[src/rtl/quick_spi_arbiter_if.sv]
// Request/grant and SPI-master control bundle for quick_spi_arbiter.
// The arbiter uses the slave modport; requesters and the SPI master model use master.
interface quick_spi_arbiter_if #(
    parameter int unsigned NUM_REQUESTERS      = 4,
    parameter int unsigned OUTGOING_DATA_WIDTH = 16,
    parameter int unsigned INCOMING_DATA_WIDTH = 8,
    parameter int unsigned NUMBER_OF_SLAVES    = 2
);
    localparam int unsigned SEL_W = (NUMBER_OF_SLAVES > 1) ? $clog2(NUMBER_OF_SLAVES) : 1;

    logic [NUM_REQUESTERS-1:0]                     req;
    logic [NUM_REQUESTERS*OUTGOING_DATA_WIDTH-1:0] req_data;
    logic [NUM_REQUESTERS*SEL_W-1:0]               req_slave;
    logic [NUM_REQUESTERS-1:0]                     grant;
    logic [NUM_REQUESTERS-1:0]                     done;
    logic [NUM_REQUESTERS-1:0]                     error;
    logic [INCOMING_DATA_WIDTH-1:0]                resp_data;
    logic                                          spi_enable;
    logic [OUTGOING_DATA_WIDTH-1:0]                spi_outgoing_data;
    logic [SEL_W-1:0]                              spi_slave;
    logic                                          spi_busy;
    logic [INCOMING_DATA_WIDTH-1:0]                spi_incoming_data;

    modport slave (
        input  req, req_data, req_slave, spi_busy, spi_incoming_data,
        output grant, done, error, resp_data, spi_enable, spi_outgoing_data, spi_slave
    );

    modport master (
        output req, req_data, req_slave, spi_busy, spi_incoming_data,
        input  grant, done, error, resp_data, spi_enable, spi_outgoing_data, spi_slave
    );
endinterface

[src/rtl/quick_spi_arbiter.sv]
// Round-robin arbiter sharing one SPI master among several requesters,
// with a per-phase watchdog that aborts stalled launches or transfers.
module quick_spi_arbiter #(
    parameter int unsigned NUM_REQUESTERS      = 4,
    parameter int unsigned OUTGOING_DATA_WIDTH = 16,
    parameter int unsigned INCOMING_DATA_WIDTH = 8,
    parameter int unsigned NUMBER_OF_SLAVES    = 2,
    parameter int unsigned TIMEOUT_CYCLES      = 1024
) (
    input  logic               clk,
    input  logic               reset,
    quick_spi_arbiter_if.slave bus
);
    localparam int unsigned NR    = NUM_REQUESTERS;
    localparam int unsigned ODW   = OUTGOING_DATA_WIDTH;
    localparam int unsigned IDW   = INCOMING_DATA_WIDTH;
    localparam int unsigned SEL_W = (NUMBER_OF_SLAVES > 1) ? $clog2(NUMBER_OF_SLAVES) : 1;
    localparam int unsigned OWN_W = (NR > 1) ? $clog2(NR) : 1;
    localparam int unsigned WD_W  = (TIMEOUT_CYCLES > 2) ? $clog2(TIMEOUT_CYCLES) : 1;

    // Watchdog fires on the edge where it would step onto TIMEOUT_CYCLES-1.
    localparam logic [WD_W-1:0]  WD_LAST    = WD_W'(TIMEOUT_CYCLES - 2);
    localparam logic [OWN_W-1:0] LAST_RESET = OWN_W'(NR - 1);

    typedef enum logic [2:0] {
        S_IDLE,
        S_LAUNCH,
        S_RUN,
        S_COMPLETE,
        S_ABORT
    } state_e;

    state_e           state_q, state_d;
    logic [NR-1:0]    grant_q, grant_d;
    logic [NR-1:0]    done_q,  done_d;
    logic [NR-1:0]    error_q, error_d;
    logic [IDW-1:0]   resp_q,  resp_d;
    logic             en_q,    en_d;
    logic [ODW-1:0]   tx_q,    tx_d;
    logic [SEL_W-1:0] sel_q,   sel_d;
    logic [WD_W-1:0]  wd_q,    wd_d;
    logic [OWN_W-1:0] owner_q, owner_d;
    logic [OWN_W-1:0] last_q,  last_d;

    logic [ODW-1:0]   tx_arr_c  [NR];
    logic [SEL_W-1:0] sel_arr_c [NR];
    logic             win_valid_c;
    logic [OWN_W-1:0] win_idx_c;

    for (genvar g = 0; g < NR; g++) begin : g_unpack
        assign tx_arr_c[g]  = bus.req_data[g*ODW +: ODW];
        assign sel_arr_c[g] = bus.req_slave[g*SEL_W +: SEL_W];
    end

    // Round-robin search starting just after the previous owner.
    always_comb begin
        int unsigned      cand;
        logic [OWN_W-1:0] cand_idx;
        win_valid_c = 1'b0;
        win_idx_c   = '0;
        cand        = 0;
        cand_idx    = '0;
        for (int unsigned k = 1; k <= NR; k++) begin
            cand     = (32'(last_q) + k) % NR;
            cand_idx = OWN_W'(cand);
            if (!win_valid_c && bus.req[cand_idx]) begin
                win_valid_c = 1'b1;
                win_idx_c   = cand_idx;
            end
        end
    end

    always_comb begin
        state_d = state_q;
        grant_d = grant_q;
        done_d  = '0;
        error_d = '0;
        resp_d  = resp_q;
        en_d    = en_q;
        tx_d    = tx_q;
        sel_d   = sel_q;
        wd_d    = wd_q;
        owner_d = owner_q;
        last_d  = last_q;

        case (state_q)
            S_IDLE: begin
                if (win_valid_c) begin
                    grant_d = NR'(1) << win_idx_c;
                    owner_d = win_idx_c;
                    tx_d    = tx_arr_c[win_idx_c];
                    sel_d   = sel_arr_c[win_idx_c];
                    en_d    = 1'b1;
                    wd_d    = '0;
                    state_d = S_LAUNCH;
                end
            end
            S_LAUNCH: begin
                if (bus.spi_busy) begin
                    en_d    = 1'b0;
                    wd_d    = '0;
                    state_d = S_RUN;
                end else if (wd_q == WD_LAST) begin
                    en_d    = 1'b0;
                    error_d = grant_q;
                    state_d = S_ABORT;
                end else begin
                    wd_d = wd_q + WD_W'(1);
                end
            end
            S_RUN: begin
                if (!bus.spi_busy) begin
                    resp_d  = bus.spi_incoming_data;
                    done_d  = grant_q;
                    state_d = S_COMPLETE;
                end else if (wd_q == WD_LAST) begin
                    error_d = grant_q;
                    state_d = S_ABORT;
                end else begin
                    wd_d = wd_q + WD_W'(1);
                end
            end
            S_COMPLETE, S_ABORT: begin
                grant_d = '0;
                last_d  = owner_q;
                state_d = S_IDLE;
            end
            default: begin
                grant_d = '0;
                en_d    = 1'b0;
                state_d = S_IDLE;
            end
        endcase
    end

    always_ff @(posedge clk or posedge reset) begin
        if (reset) begin
            state_q <= S_IDLE;
            grant_q <= '0;
            done_q  <= '0;
            error_q <= '0;
            resp_q  <= '0;
            en_q    <= 1'b0;
            tx_q    <= '0;
            sel_q   <= '0;
            wd_q    <= '0;
            owner_q <= '0;
            last_q  <= LAST_RESET;
        end else begin
            state_q <= state_d;
            grant_q <= grant_d;
            done_q  <= done_d;
            error_q <= error_d;
            resp_q  <= resp_d;
            en_q    <= en_d;
            tx_q    <= tx_d;
            sel_q   <= sel_d;
            wd_q    <= wd_d;
            owner_q <= owner_d;
            last_q  <= last_d;
        end
    end

    assign bus.grant             = grant_q;
    assign bus.done              = done_q;
    assign bus.error             = error_q;
    assign bus.resp_data         = resp_q;
    assign bus.spi_enable        = en_q;
    assign bus.spi_outgoing_data = tx_q;
    assign bus.spi_slave         = sel_q;
endmodule

[src/flat_wrapper.sv]
// flat-port wrapper written by rule: the top's interface ports become plain ports
module quick_spi_arbiter_flat 
#(
    parameter int unsigned NUM_REQUESTERS      = 4,
    parameter int unsigned OUTGOING_DATA_WIDTH = 16,
    parameter int unsigned INCOMING_DATA_WIDTH = 8,
    parameter int unsigned NUMBER_OF_SLAVES    = 2,
    parameter int unsigned TIMEOUT_CYCLES      = 1024
)
  (clk, reset, bus_req, bus_req_data, bus_req_slave, bus_spi_busy, bus_spi_incoming_data, bus_grant, bus_done, bus_error, bus_resp_data, bus_spi_enable, bus_spi_outgoing_data, bus_spi_slave);
  quick_spi_arbiter_if #(.NUM_REQUESTERS(NUM_REQUESTERS), .OUTGOING_DATA_WIDTH(OUTGOING_DATA_WIDTH), .INCOMING_DATA_WIDTH(INCOMING_DATA_WIDTH), .NUMBER_OF_SLAVES(NUMBER_OF_SLAVES)) bus_i ();
  input  logic clk;
  input  logic reset;
  input wire logic [$bits(bus_i.req)-1:0] bus_req;
  input wire logic [$bits(bus_i.req_data)-1:0] bus_req_data;
  input wire logic [$bits(bus_i.req_slave)-1:0] bus_req_slave;
  input wire logic [$bits(bus_i.spi_busy)-1:0] bus_spi_busy;
  input wire logic [$bits(bus_i.spi_incoming_data)-1:0] bus_spi_incoming_data;
  output wire logic [$bits(bus_i.grant)-1:0] bus_grant;
  output wire logic [$bits(bus_i.done)-1:0] bus_done;
  output wire logic [$bits(bus_i.error)-1:0] bus_error;
  output wire logic [$bits(bus_i.resp_data)-1:0] bus_resp_data;
  output wire logic [$bits(bus_i.spi_enable)-1:0] bus_spi_enable;
  output wire logic [$bits(bus_i.spi_outgoing_data)-1:0] bus_spi_outgoing_data;
  output wire logic [$bits(bus_i.spi_slave)-1:0] bus_spi_slave;
  assign bus_i.req = bus_req;
  assign bus_i.req_data = bus_req_data;
  assign bus_i.req_slave = bus_req_slave;
  assign bus_i.spi_busy = bus_spi_busy;
  assign bus_i.spi_incoming_data = bus_spi_incoming_data;
  assign bus_grant = bus_i.grant;
  assign bus_done = bus_i.done;
  assign bus_error = bus_i.error;
  assign bus_resp_data = bus_i.resp_data;
  assign bus_spi_enable = bus_i.spi_enable;
  assign bus_spi_outgoing_data = bus_i.spi_outgoing_data;
  assign bus_spi_slave = bus_i.spi_slave;
  quick_spi_arbiter #(.NUM_REQUESTERS(NUM_REQUESTERS), .OUTGOING_DATA_WIDTH(OUTGOING_DATA_WIDTH), .INCOMING_DATA_WIDTH(INCOMING_DATA_WIDTH), .NUMBER_OF_SLAVES(NUMBER_OF_SLAVES), .TIMEOUT_CYCLES(TIMEOUT_CYCLES)) u_core (.clk(clk), .reset(reset), .bus(bus_i));
endmodule
[config.mk]
export PLATFORM = sky130hd
export DESIGN_NAME = quick_spi_arbiter_flat
export DESIGN_NICKNAME = d
export VERILOG_FILES = /design/src/rtl/quick_spi_arbiter_if.sv /design/src/rtl/quick_spi_arbiter.sv /design/src/flat_wrapper.sv
export SDC_FILE = /design/constraint.sdc
export NUM_CORES = 1
export LEC_CHECK = 0
export BUFFER_PORTS_ARGS = -buffer_cell sky130_fd_sc_hd__buf_4
export CAP_MARGIN = 15
export CORE_UTILIZATION = 51
export CTS_CLUSTER_DIAMETER = 50
export DETAILED_ROUTE_END_ITERATION = 16
export PLACE_DENSITY = 0.84
export SETUP_SLACK_MARGIN = 0.4
export SYNTH_ARGS = -nofsm -noshare
export SYNTH_HDL_FRONTEND = slang
export SYNTH_SLANG_ARGS = --single-unit
export TNS_END_PERCENT = 5
[constraint.sdc]
create_clock -name clk -period 5.1 [get_ports clk]
set_clock_uncertainty 0.15 [all_clocks]
set_input_delay 0.255 -clock clk [delete_from_list [all_inputs] [get_ports clk]]
set_output_delay 0.255 -clock clk [all_outputs]
set_load 0.005 [all_outputs]
==> flow_summary.toml <==
[run_status]
run_status = "finished clean"

[synthesis]
synth_enable_flop_cells = 0
yosys.area_share.simple = 0.205
ys_warn_count = 0
muxShareOfSynthArea = 0.0943
area_fraction_in_compound_gates_after_synthesis = 0.169
synthCells = 291
mappedNetlistArea_sq_um = 3000
syn-num-nets = 376
synthArstFlopShare = 1.00
synth_xor_xnor_area_share = 0.0204
post_synth_fa_ha_maj_area_fraction = 0.00834
synthesis.area_per_instance_sq_um = 10.3
ys_seq_elements = 55
dominantRegCellSynth = "sky130_fd_sc_hd__dfrtp_1"
ys_types = 49
synth.yosys.seq_area_share = 0.460
largest_family_of_logic_cells_by_synthesized_area = "simple AND/OR/NAND/NOR gates"

[placed_design]
placed_area_sq_um = 3920
place.gp.congestion = 0.844
post-place-cells = 468
place.port_buffers = 120
dp.final_hpwl_um = 5460
dp_slack_ns = 2.34

[floorplanning]
row_count = 27
start_util = 0.538
placeableCoreArea_sq_um = 5570
ios = 121
die_area_sq_um = 6190
dieHeight_um = 78.7
die_x_um = 78.7

[power_and_ir_drop]
vdd_drop_max_mv = 0.235
power.combinational.fraction = 0.475
cellLeakagePower_nw = 1.85
power.sequential.fraction = 0.393
intPower_mw = 1.12
p_sw_uw = 701
totalPowerFinal_mw = 1.82
clkPwrFrac = 0.132
power-per-cell-area_nw_per_um2 = 452
switching_share = 0.384

[clock_tree]
cts_setup_buffers = 0
cts.sink_count = 55
total_cts_buffers = 5
number_of_buffers_between_clock_root_and_the_deepest_sink = 2
h_tree_level_count = 2
clockRootBuffer = "sky130_fd_sc_hd__clkbuf_8"
clk_latency_ns = 0.31
cts_tree = "done"
cts.reportedPaths.clkPinSlew_ns = 0.10

[critical_path]
setup.worst_path.class = "flop to flop"
start_kind = "flop"
critical_path.top_delay_family = "simple AND/OR/NAND/NOR gates"
regToRegStartpoint = "u_core.last_q[0]"
worst-endpoint-arrival_ns = 2.60
crit_fanout = 19
timing.critical_path.slowest_stage_cell = "sky130_fd_sc_hd__and3_1"
worstSetupEndpointType = "flop"
worst-endpoint-required_ns = 5.16
launching_element_of_the_worst_setup_path = "u_core.last_q[0]"
worst-path-buf-inv = 0
crit_path_cell_trace = "nand2b_1 > a21o_1 > and3_1 > mux2i_1 > a211oi_1"
r2r.worst_path.cells = 5
critPathMaxStageDelay_ns = 0.93
critical_path_depth = 5

[route]
total_number_of_vias = 2683
drt_iter0_drc = 133
route.antenna.remaining_nets = 0
drc = 0
avgRoutedWirePerCell_um = 15.7
number_of_detailed_route_iterations_in_the_first_pass = 4
detail_route.vias_per_cell = 5.61
drt-total-wl_um = 7520

[global_route]
globalRouteTotalUtil = 0.252
grt_start_max_net_pins = 56
antenna_found_initial = 0
global_route_wire_length_before_repair_um = 12300
vias_in_the_first_global_route = 2604
grt_overflow = 0

[layout]
area_growth_pct = 34.4
n_fill_cell = 424
layout.nets = 490
layout_common_cells = "sky130_fd_sc_hd__buf_4 (124), sky130_fd_sc_hd__dfrtp_1 (53), sky130_fd_sc_hd__nor2_1 (36), sky130_fd_sc_hd__and2_1 (26)"
drive_above_1_share = 0.377
final_cell_count_no_fill = 478
final_common_cell = "sky130_fd_sc_hd__buf_4"
insertedDiodeCount = 0
post-route-cell-area_sq_um = 4030

[worst_hold_path]
hold_path_depth = 2
worst_hold_path_type = "primary input to flop"
hold_path_startpoint = "bus_spi_incoming_data[3]"

[sta]
layout_min_cycle_time_ns = 2.54
unrepaired_setup_endpoints_after_global_routing = "false"
max-slew-margin-rel = 0.239
finalCritPeriodShare = 0.497
finalSetupViolCount = 0
final_hold_viol_count = 0
setup-tns-final_ns = 0
finalWorstSetupSlack_ns = 2.56
maxSlewViolCount = 0
worstMarginPinSlew_ns = 1.14
max_freq_ghz = 0.394

[job]
drv.max_cap_violation_count = 0
## cells by family (layout without fill, tap and decap cells)
kind of cell / Yosys count / after routing
buffers and inverters: 26 / 141
flip-flops: 55 / 55
multiplexers: 27 / 27
adder cells (fa/ha/maj): 2 / 2
AO/OA/AOI/OAI: 65 / 65
XOR/XNOR: 7 / 7
AND/OR/NAND/NOR: 109 / 109
## through the flow
step | hold slack (ns) | utilization
4_1_cts | 0.00431 | 0.721
3_3_place_gp | 0.320 | 0.704
2_1_floorplan | 0.240 | -
3_5_place_dp | 0.328 | 0.704
5_1_grt | 0.00465 | 0.723
6_report | 0.0122 | 0.723
## cell type report
type | count | area [sq um] | area share
sequential | 55 | 1380 | 0.342
tap | 72 | 90.1 | 0.0223
clock buffer | 6 | 72.6 | 0.0180
inverter | 7 | 26.3 | 0.00652
timing repair buffer | 126 | 951 | 0.236
clock inverter | 2 | 16.3 | 0.00403
multi-input combinational | 210 | 1500 | 0.371
## sequential cells by signal, indices dropped and copies added, names as in the netlist
| register | flops |
|---|---|
| u_core.bus.done | 4 |
| u_core.bus.error | 4 |
| u_core.bus.grant | 4 |
| u_core.bus.resp_data | 8 |
| u_core.bus.spi_enable | 1 |
| u_core.bus.spi_outgoing_data | 16 |
| u_core.bus.spi_slave | 1 |
| u_core.last_q | 2 |
| u_core.owner_q | 2 |
| u_core.state_q | 3 |
| u_core.wd_q | 10 |
## repair_timing
action                                 in CTS  in global routing
hold buffers                                1                  1
endpoints found under the hold margin      45                  1
gates resized for setup                     0                  0
## synth_stat cells, types with 2 or more instances
master                     count  area (sq um)
sky130_fd_sc_hd__a211oi_1     15           113
sky130_fd_sc_hd__a211oi_2      3          37.5
sky130_fd_sc_hd__a21oi_1       7          35.0
sky130_fd_sc_hd__a221oi_1     17           149
sky130_fd_sc_hd__a22o_1        2          17.5
sky130_fd_sc_hd__a31oi_1       3          18.8
sky130_fd_sc_hd__and2_1       26           163
sky130_fd_sc_hd__and3_2        2          15.0
sky130_fd_sc_hd__buf_2         5          25.0
sky130_fd_sc_hd__buf_6         3          33.8
sky130_fd_sc_hd__clkbuf_1     10          37.5
sky130_fd_sc_hd__dfrtp_1      53          1330
sky130_fd_sc_hd__dfstp_2       2          52.6
sky130_fd_sc_hd__ha_1          2          25.0
sky130_fd_sc_hd__inv_1         7          26.3
sky130_fd_sc_hd__mux2_1        6          67.6
sky130_fd_sc_hd__mux2_2        4          45.0
sky130_fd_sc_hd__mux2i_1      17           170
sky130_fd_sc_hd__nand2_1      13          48.8
sky130_fd_sc_hd__nand2b_1      5          31.3
sky130_fd_sc_hd__nand4b_1      6          52.6
sky130_fd_sc_hd__nor2_1       36           135
sky130_fd_sc_hd__nor2b_1       4          25.0
sky130_fd_sc_hd__nor3_1        3          15.0
sky130_fd_sc_hd__nor4_1        3          18.8
sky130_fd_sc_hd__o21ai_0       8          40.0
sky130_fd_sc_hd__o21ai_2       2          17.5
sky130_fd_sc_hd__xor2_1        6          52.6
## worst paths after layout
| check | to | slack (ns) |
|---|---|---|
| max reg2reg | u_core.bus.spi_outgoing_data[1] | 2.56 |
| max in group asynchronous | u_core.wd_q[2] | 3.81 |
| max | u_core.bus.spi_outgoing_data[1] | 2.56 |
| min | u_core.bus.resp_data[3] | 0.01 |
| min reg2reg | u_core.bus.resp_data[3] | 0.35 |
| min in group asynchronous | u_core.bus.done[3] | 0.54 |
## routing by layer
| layer | up-vias | routed length [um] | global-route usage |
|---|---|---|---|
| met5 | - | 0 | 0 |
| met4 | 0 | 150 | 0.0741 |
| met3 | 18 | 529 | 0.0581 |
| met2 | 122 | 3810 | 0.438 |
| met1 | 1271 | 3030 | 0.310 |
| li1 | 1272 | - | - |
## power by group through the flow
stage / clock, mW / combinational [mW] / sequential (mW)
floorplan: 0 / 0.541 / 0.693
global placement: 0 / 0.835 / 0.715
detailed placement: 0 / 0.868 / 0.722
CTS: 0.249 / 0.870 / 0.717
global route: 0.266 / 0.954 / 0.737
finish: 0.241 / 0.866 / 0.716
## worst reg2reg max path: stages, from the launching register on
cell                       delay (ns)
sky130_fd_sc_hd__dfstp_2         0.57
sky130_fd_sc_hd__nand2b_1        0.13
sky130_fd_sc_hd__a21o_1          0.16
sky130_fd_sc_hd__and3_1          0.93
sky130_fd_sc_hd__mux2i_1         0.19
sky130_fd_sc_hd__a211oi_1        0.32
Note: power is estimated with default switching activity, not from simulation.
